$ cat config.mk
export PLATFORM = sky130hd
export DESIGN_NAME = rr_arb_2_1
export DESIGN_NICKNAME = d
export VERILOG_FILES = /design/src/rtl/rr_arb_2_1_pkg.sv /design/src/rtl/mux_2_1_bus.sv /design/src/rtl/rr_arb_2_1.sv
export SDC_FILE = /design/constraint.sdc
export NUM_CORES = 1
export LEC_CHECK = 0
export ABC_AREA = 1
export CAP_MARGIN = 30
export CORE_MARGIN = 2
export CORE_UTILIZATION = 31
export CTS_CLUSTER_SIZE = 16
export DETAILED_ROUTE_END_ITERATION = 12
export PLACE_DENSITY_LB_ADDON = 0.1
export RECOVER_POWER = 100
export SLEW_MARGIN = 20
export SYNTH_ARGS = -nofsm -noshare
export SYNTH_HDL_FRONTEND = slang
export SYNTH_SLANG_ARGS = --single-unit
$ cat constraint.sdc
create_clock -name clk -period 1.45 [get_ports clk]
set_input_delay 0.29 -clock clk [delete_from_list [all_inputs] [get_ports clk]]
set_output_delay 0.29 -clock clk [all_outputs]
set_load 0.05 [all_outputs]
$ cat src/rtl/rr_arb_2_1_pkg.sv
// rtl/rr_arb_2_1_pkg.sv - state encodings and tie-break helper shared by the 2:1 round-robin arbiter
package rr_arb_2_1_pkg;

   localparam int ST_W = 2;

   typedef enum logic [ST_W-1:0] {
      ST_IDLE = 2'd0,
      ST_GNT0 = 2'd1,
      ST_GNT1 = 2'd2
   } arb_state_e;

   typedef struct packed {
      logic gnt;
      logic idx;
   } pick_t;

   // last_win is the previous winner; on a tie the other input is chosen
   function automatic pick_t arb_pick(input logic v0, input logic v1, input logic last_win);
      pick_t p;
      p.gnt = v0 | v1;
      p.idx = (v0 & v1) ? ~last_win : v1;
      return p;
   endfunction

endpackage

$ cat src/rtl/mux_2_1_bus.sv
// rtl/mux_2_1_bus.sv - W-bit 2:1 bus steering, sel_i=0 picks a_i
module mux_2_1_bus #(
   parameter int W = 9
) (
   input  logic         sel_i,
   input  logic [W-1:0] a_i,
   input  logic [W-1:0] b_i,
   output logic [W-1:0] y_o
);

   assign y_o = sel_i ? b_i : a_i;

endmodule

$ cat src/rtl/rr_arb_2_1.sv
// rtl/rr_arb_2_1.sv - two-input round-robin packet arbiter holding grant until last beat
// ARB_STATS_EN adds saturating per-input packet counters pkt_cnt0/pkt_cnt1.
module rr_arb_2_1
   import rr_arb_2_1_pkg::*;
#(
   parameter int DATA_W = 8,
   parameter int CNT_W  = 16
) (
   input  logic              clk,
   input  logic              rst,
   input  logic              in0_valid,
   output logic              in0_ready,
   input  logic [DATA_W-1:0] in0_data,
   input  logic              in0_last,
   input  logic              in1_valid,
   output logic              in1_ready,
   input  logic [DATA_W-1:0] in1_data,
   input  logic              in1_last,
   output logic              out_valid,
   input  logic              out_ready,
   output logic [DATA_W-1:0] out_data,
   output logic              out_last,
   output logic              sel,
   output logic              busy
`ifdef ARB_STATS_EN
   ,
   output logic [CNT_W-1:0]  pkt_cnt0,
   output logic [CNT_W-1:0]  pkt_cnt1
`endif
);

   arb_state_e state_q, state_d;
   logic       sel_q, sel_d;
   logic       ptr_q, ptr_d;
   logic       last_hs;
   pick_t      pick;
   logic [DATA_W:0] mux_y;

   mux_2_1_bus #(.W(DATA_W + 1)) u_mux (
      .sel_i (sel_q),
      .a_i   ({in0_last, in0_data}),
      .b_i   ({in1_last, in1_data}),
      .y_o   (mux_y)
   );

   assign sel      = sel_q;
   assign busy     = (state_q != ST_IDLE);
   assign out_data = busy ? mux_y[DATA_W-1:0] : '0;
   assign out_last = busy & mux_y[DATA_W];
   assign last_hs  = out_valid & out_ready & out_last;

   always_ff @(posedge clk or posedge rst) begin
      if (rst) begin
         state_q <= ST_IDLE;
         sel_q   <= 1'b0;
         ptr_q   <= 1'b1;
      end else begin
         state_q <= state_d;
         sel_q   <= sel_d;
         ptr_q   <= ptr_d;
      end
   end

   always_comb begin
      out_valid = 1'b0;
      in0_ready = 1'b0;
      in1_ready = 1'b0;
      state_d   = state_q;
      sel_d     = sel_q;
      ptr_d     = ptr_q;
      // after a last beat the current owner becomes the new priority pointer
      pick      = arb_pick(in0_valid, in1_valid, (state_q == ST_IDLE) ? ptr_q : sel_q);
      case (state_q)
         ST_GNT0: begin
            out_valid = in0_valid;
            in0_ready = out_ready;
         end
         ST_GNT1: begin
            out_valid = in1_valid;
            in1_ready = out_ready;
         end
         default: ;
      endcase
      if (last_hs)
         ptr_d = sel_q;
      if ((state_q == ST_IDLE) || last_hs) begin
         if (pick.gnt) begin
            state_d = pick.idx ? ST_GNT1 : ST_GNT0;
            sel_d   = pick.idx;
         end else begin
            state_d = ST_IDLE;
         end
      end
   end

`ifdef ARB_STATS_EN
   logic [CNT_W-1:0] cnt0_q, cnt1_q;

   always_ff @(posedge clk or posedge rst) begin
      if (rst) begin
         cnt0_q <= '0;
         cnt1_q <= '0;
      end else if (last_hs) begin
         if (!sel_q && (cnt0_q != '1))
            cnt0_q <= cnt0_q + 1'b1;
         if (sel_q && (cnt1_q != '1))
            cnt1_q <= cnt1_q + 1'b1;
      end
   end

   assign pkt_cnt0 = cnt0_q;
   assign pkt_cnt1 = cnt1_q;
`else
   logic [CNT_W-1:0] stats_unused;
   assign stats_unused = '0;
`endif

endmodule

==> metrics.cfg, run 1 <==
[clock_tree]
clkSinkCount=4
clockBufferDepth=2
cts_root_buffer=clkbuf_4
numCtsBuffers=3
htree_num_levels=1

[yosys]
syn_avg_cell_area_sq_um=6.432
ys_ff_latch=4
yosysUniqueCellTypes=19
synth_edf_count=0
synth.most_common_cell=nor2_1
postSynthCellCount=71
synthTopCellsByArea=dfrtp_1, nor2_1, nand2_1
syn-cell-area_sq_um=456.7
yosys_warnings=0
ys_seq_area_share_pct=22.19
synth_nets=97
async_flop_share_pct=100.0
yosysTopAreaCell=dfrtp_1
synthTopCellsByCount=nor2_1, nand2_1, inv_1, o21ai_0
synth.top_cell.area_share_pct=16.44
synth-main-ff-cell=dfrtp_1

[global_routing]
grt_max_degree=7

[floorplanning]
io_pins=37
die_h_um=42.38
dieWidth_um=42.38
start_util_pct=34.24
rows=13

[run_status]
status=did not finish
lastStage=global routing (5_1_grt)
error_line=[ERROR DPL-0038] Utilization greater than 100%, impossible to legalize

[placement]
placed_area_sq_um=1112
gp_congestion=0.7496
port_buffers=36
pre_cts_slack_ps=-94.46
dpl.hpwl_um=1306

[timing]
worst-ep-kind=top-level output
crit_endpoint=out_data[0]

-- cells by family after synthesis --
group / count (synthesis) / synth area share (%)
compound gates: 11 / 15.07
fa+ha+maj: 3 / 8.220
buf+inv: 12 / 13.42
flops: 4 / 22.19
simple gates: 41 / 41.10
-- per-stage QoR --
step	cells	util, %	hold slack [ps]	TNS (ps)
after floorplan	71	-	55.29	-616.8
after global placement	129	83.40	458.1	-162.8
after detailed placement	129	83.40	456.5	-317.9
after CTS	140	94.84	241.4	-1491
-- what timing repair did --
item	in CTS
hold buffers	0
buffers inserted	6
cloned	1
resized for setup	24
pin swaps	16
setup endpoints to repair	15
==> run 2: changes to the inputs <==
CORE_AREA = 2 2 63 65   (was unset)
CORE_MARGIN = unset   (was 2)
CORE_UTILIZATION = unset   (was 31)
CTS_CLUSTER_SIZE = unset   (was 16)
DIE_AREA = 0 0 65 67   (was unset)
PLACE_DENSITY_LB_ADDON = 0.15   (was 0.1)
==> run 2 against run 1 <==
Against the previous run:
- the flow now finishes, with violations (negative setup slack)
- synthesized cell count did not move
- synthesized area did not move
==> metrics.cfg, run 2 <==
[floorplanning]
start_util_pct=12.66
core_sq_um=3606
die_h_um=67
dieWidth_um=65
dieArea_sq_um=4355
rows=22
io_pins=37

[timing]
hold_ws_ps=388.1
hold_viol_final=0
fin_crit_sh_pct=107.9
final_max_slew_viol_count=0
slew_headroom_pct=85.89
rsz0062_at_grt=yes
period_needed_ps=1564
tightestPinTransition_ps=210.9
skew_ps=5.065
max_freq_mhz=639.2
finalSetupViolCount=11
finalSetupTns_ps=-1153
postLayoutSetupSlackWorst_ps=-114.4

[clock_tree]
clkSinkCount=4
numCtsBuffers=3
insertion_delay_ps=220
htree_num_levels=1
cts_tree=built
cts.hold.buffers_added=0
clockBufferDepth=2
cts.clk_slew.worst_paths_ps=30
cts_root_buffer=clkbuf_8

[yosys]
synthTopCellsByArea=dfrtp_1, nor2_1, nand2_1
ys_ff_latch=4
ys_seq_area_share_pct=22.19
yosysTopAreaCell=dfrtp_1
synth_edf_count=0
yosysUniqueCellTypes=19
synth.top_cell.area_share_pct=16.44
synth.mux.area_fraction_pct=0
synth_compound_area_share_pct=15.07
postSynthCellCount=71
synth_top_family_by_area=simple AND/OR/NAND/NOR gates
synthTopCellsByCount=nor2_1, nand2_1, inv_1, o21ai_0
synth-simple-area-share_pct=41.10
synth_nets=97
synth-main-ff-cell=dfrtp_1
synth.most_common_cell=nor2_1
async_flop_share_pct=100.0
syn-cell-area_sq_um=456.7
synthAdderAreaFrac_pct=8.219
syn_avg_cell_area_sq_um=6.432
synth-xor-area-share_pct=0
yosys_warnings=0

[drt]
routed_via_density=3.613
finalWirelength_um=1827
topRoutingLayerUsed=met3
drc=0
wl_met3_um=106
drt-met1-wl_um=775
drtPass1Iterations=4
final_antenna_net_count=0
drtIter0Drc=9
wire_per_inst_um=10.56
vias=625
wl_met2_um=945

[placement]
dpl.hpwl_um=1471
dp.cells=165
gp_congestion=0.7062
port_buffers=36
placed_area_sq_um=1176

[hold_path]
hold_class=input pin to asynchronous set/reset pin

[finish]
design_area_sq_um=1349
final_util_pct=37.40
regMostFlops=state_q
final_common_cell=clkdlybuf4s50_1
fin_nets=152
drive_above_1_share_pct=59.20
final_cells=173
largest_register_ffs=2
mostFrequentLayoutCells=clkdlybuf4s50_1, buf_4, buf_12, nand2_1, nor2_4
diodes=0
syn2layout_area_growth_pct=195.3

[global_routing]
gr-total-overflow=0
grt_pass1_wl_um=2960
grt_usage_pct=8.871
grt_pass1_vias=642
grt_max_degree=6
antenna_found_initial=0

[setup_path]
path_buf_inv=3
startpoint_type=register
cp.arrival_ps=1270
critPathMaxStageDelay_ps=360
critPathTopFamily=buffers and inverters
cp-end-kind=output port
crit_fanout=3
cp.required_ps=1160
path_cells=inv_2, ha_4, buf_4, nor2_4, buf_12
worstSetupPathType=register to output port
crit_slowest_cell=dfrtp_1

[run_status]
status=complete, but fails checks
violations=negative setup slack

[power]
p_sw_mw=1.793
power_frac_comb_pct=87.6
power_frac_clock_pct=6.7
switching_share_pct=49.10
p_leak_nw=0.5690
peakVddDrop_mv=0.5775
sequentialPowerShare_pct=5.7
intPower_mw=1.859
p_per_area_nw_per_um2=2708

[flow_run]
max_cap_violations=0

==> run 2: worst reg2reg max path: stages, from the launching register on <==
cell      delay [ps]
dfrtp_1          390
inv_2            110
ha_4             210
inv_6             70
buf_4            130
nand2_1           50
nand3_1           50
and2_4           140
nand3b_1         150
nand2_1           70
==> run 2: metal layers <==
metal	GRT usage, %	vias up
met5	0	-
met4	2.394	0
met3	2.534	0
met2	15.72	22
met1	10.39	275
li1	-	328
==> run 2: layout make-up <==
type                            count  area, sq um
Clock buffer                        4        45.04
Timing Repair inverter              1        8.758
Timing Repair Buffer               52        623.1
Tap cell                           48        60.06
Inverter                            9        41.29
Fill cell                         374         2257
Multi-Input combinational cell     55        467.9
Sequential cell                     4        102.6
==> run 2: logic make-up after synthesis <==
kind of cell,Yosys count
and+or+nand+nor,41
buffers and inverters,12
AOI/OAI and AO/OA,11
DFF,4
adders and majority gates,3
==> run 2: repair_timing <==
item	in CTS	in global routing
setup endpoints to repair	15	16
buffers inserted	3	0
cloned	1	0
resized for setup	19	12
pin swaps	7	4
==> run 2: worst paths after layout <==
| kind | end | startpoint | cells after the start | slack [ps] |
|---|---|---|---|---|
| setup / recovery | out_last | state_q[0] | 5 | -110 |
| hold / removal | state_q[1] | rst | 2 | 390 |
| setup reg to reg | state_q[0] | state_q[0] | 9 | 10 |
| hold reg to reg | ptr_q | ptr_q | 2 | 460 |
| max in group asynchronous | ptr_q | rst | 2 | 830 |
| min in group clk | ptr_q | ptr_q | 2 | 460 |
==> run 2: metrics by stage <==
stage | setup slack (ps) | power, mW
CTS | -116.1 | 3.619
finish | -114.4 | 3.653
global placement | -103.7 | 3.086
detailed placement | -98.08 | 3.097
floorplan | -114.1 | 1.882
global route | -184.8 | 3.879
==> run 2: power by group through the flow <==
| stage | combinational (mW) | clock, mW | sequential [mW] |
|---|---|---|---|
| after floorplan | 1.63 | 0 | 0.248 |
| after global placement | 2.88 | 0 | 0.203 |
| after detailed placement | 2.90 | 0 | 0.202 |
| after CTS | 3.16 | 0.251 | 0.208 |
| after global routing | 3.39 | 0.266 | 0.221 |
| final | 3.20 | 0.243 | 0.210 |
No activity file was read; power rests on OpenSTA's default activity.
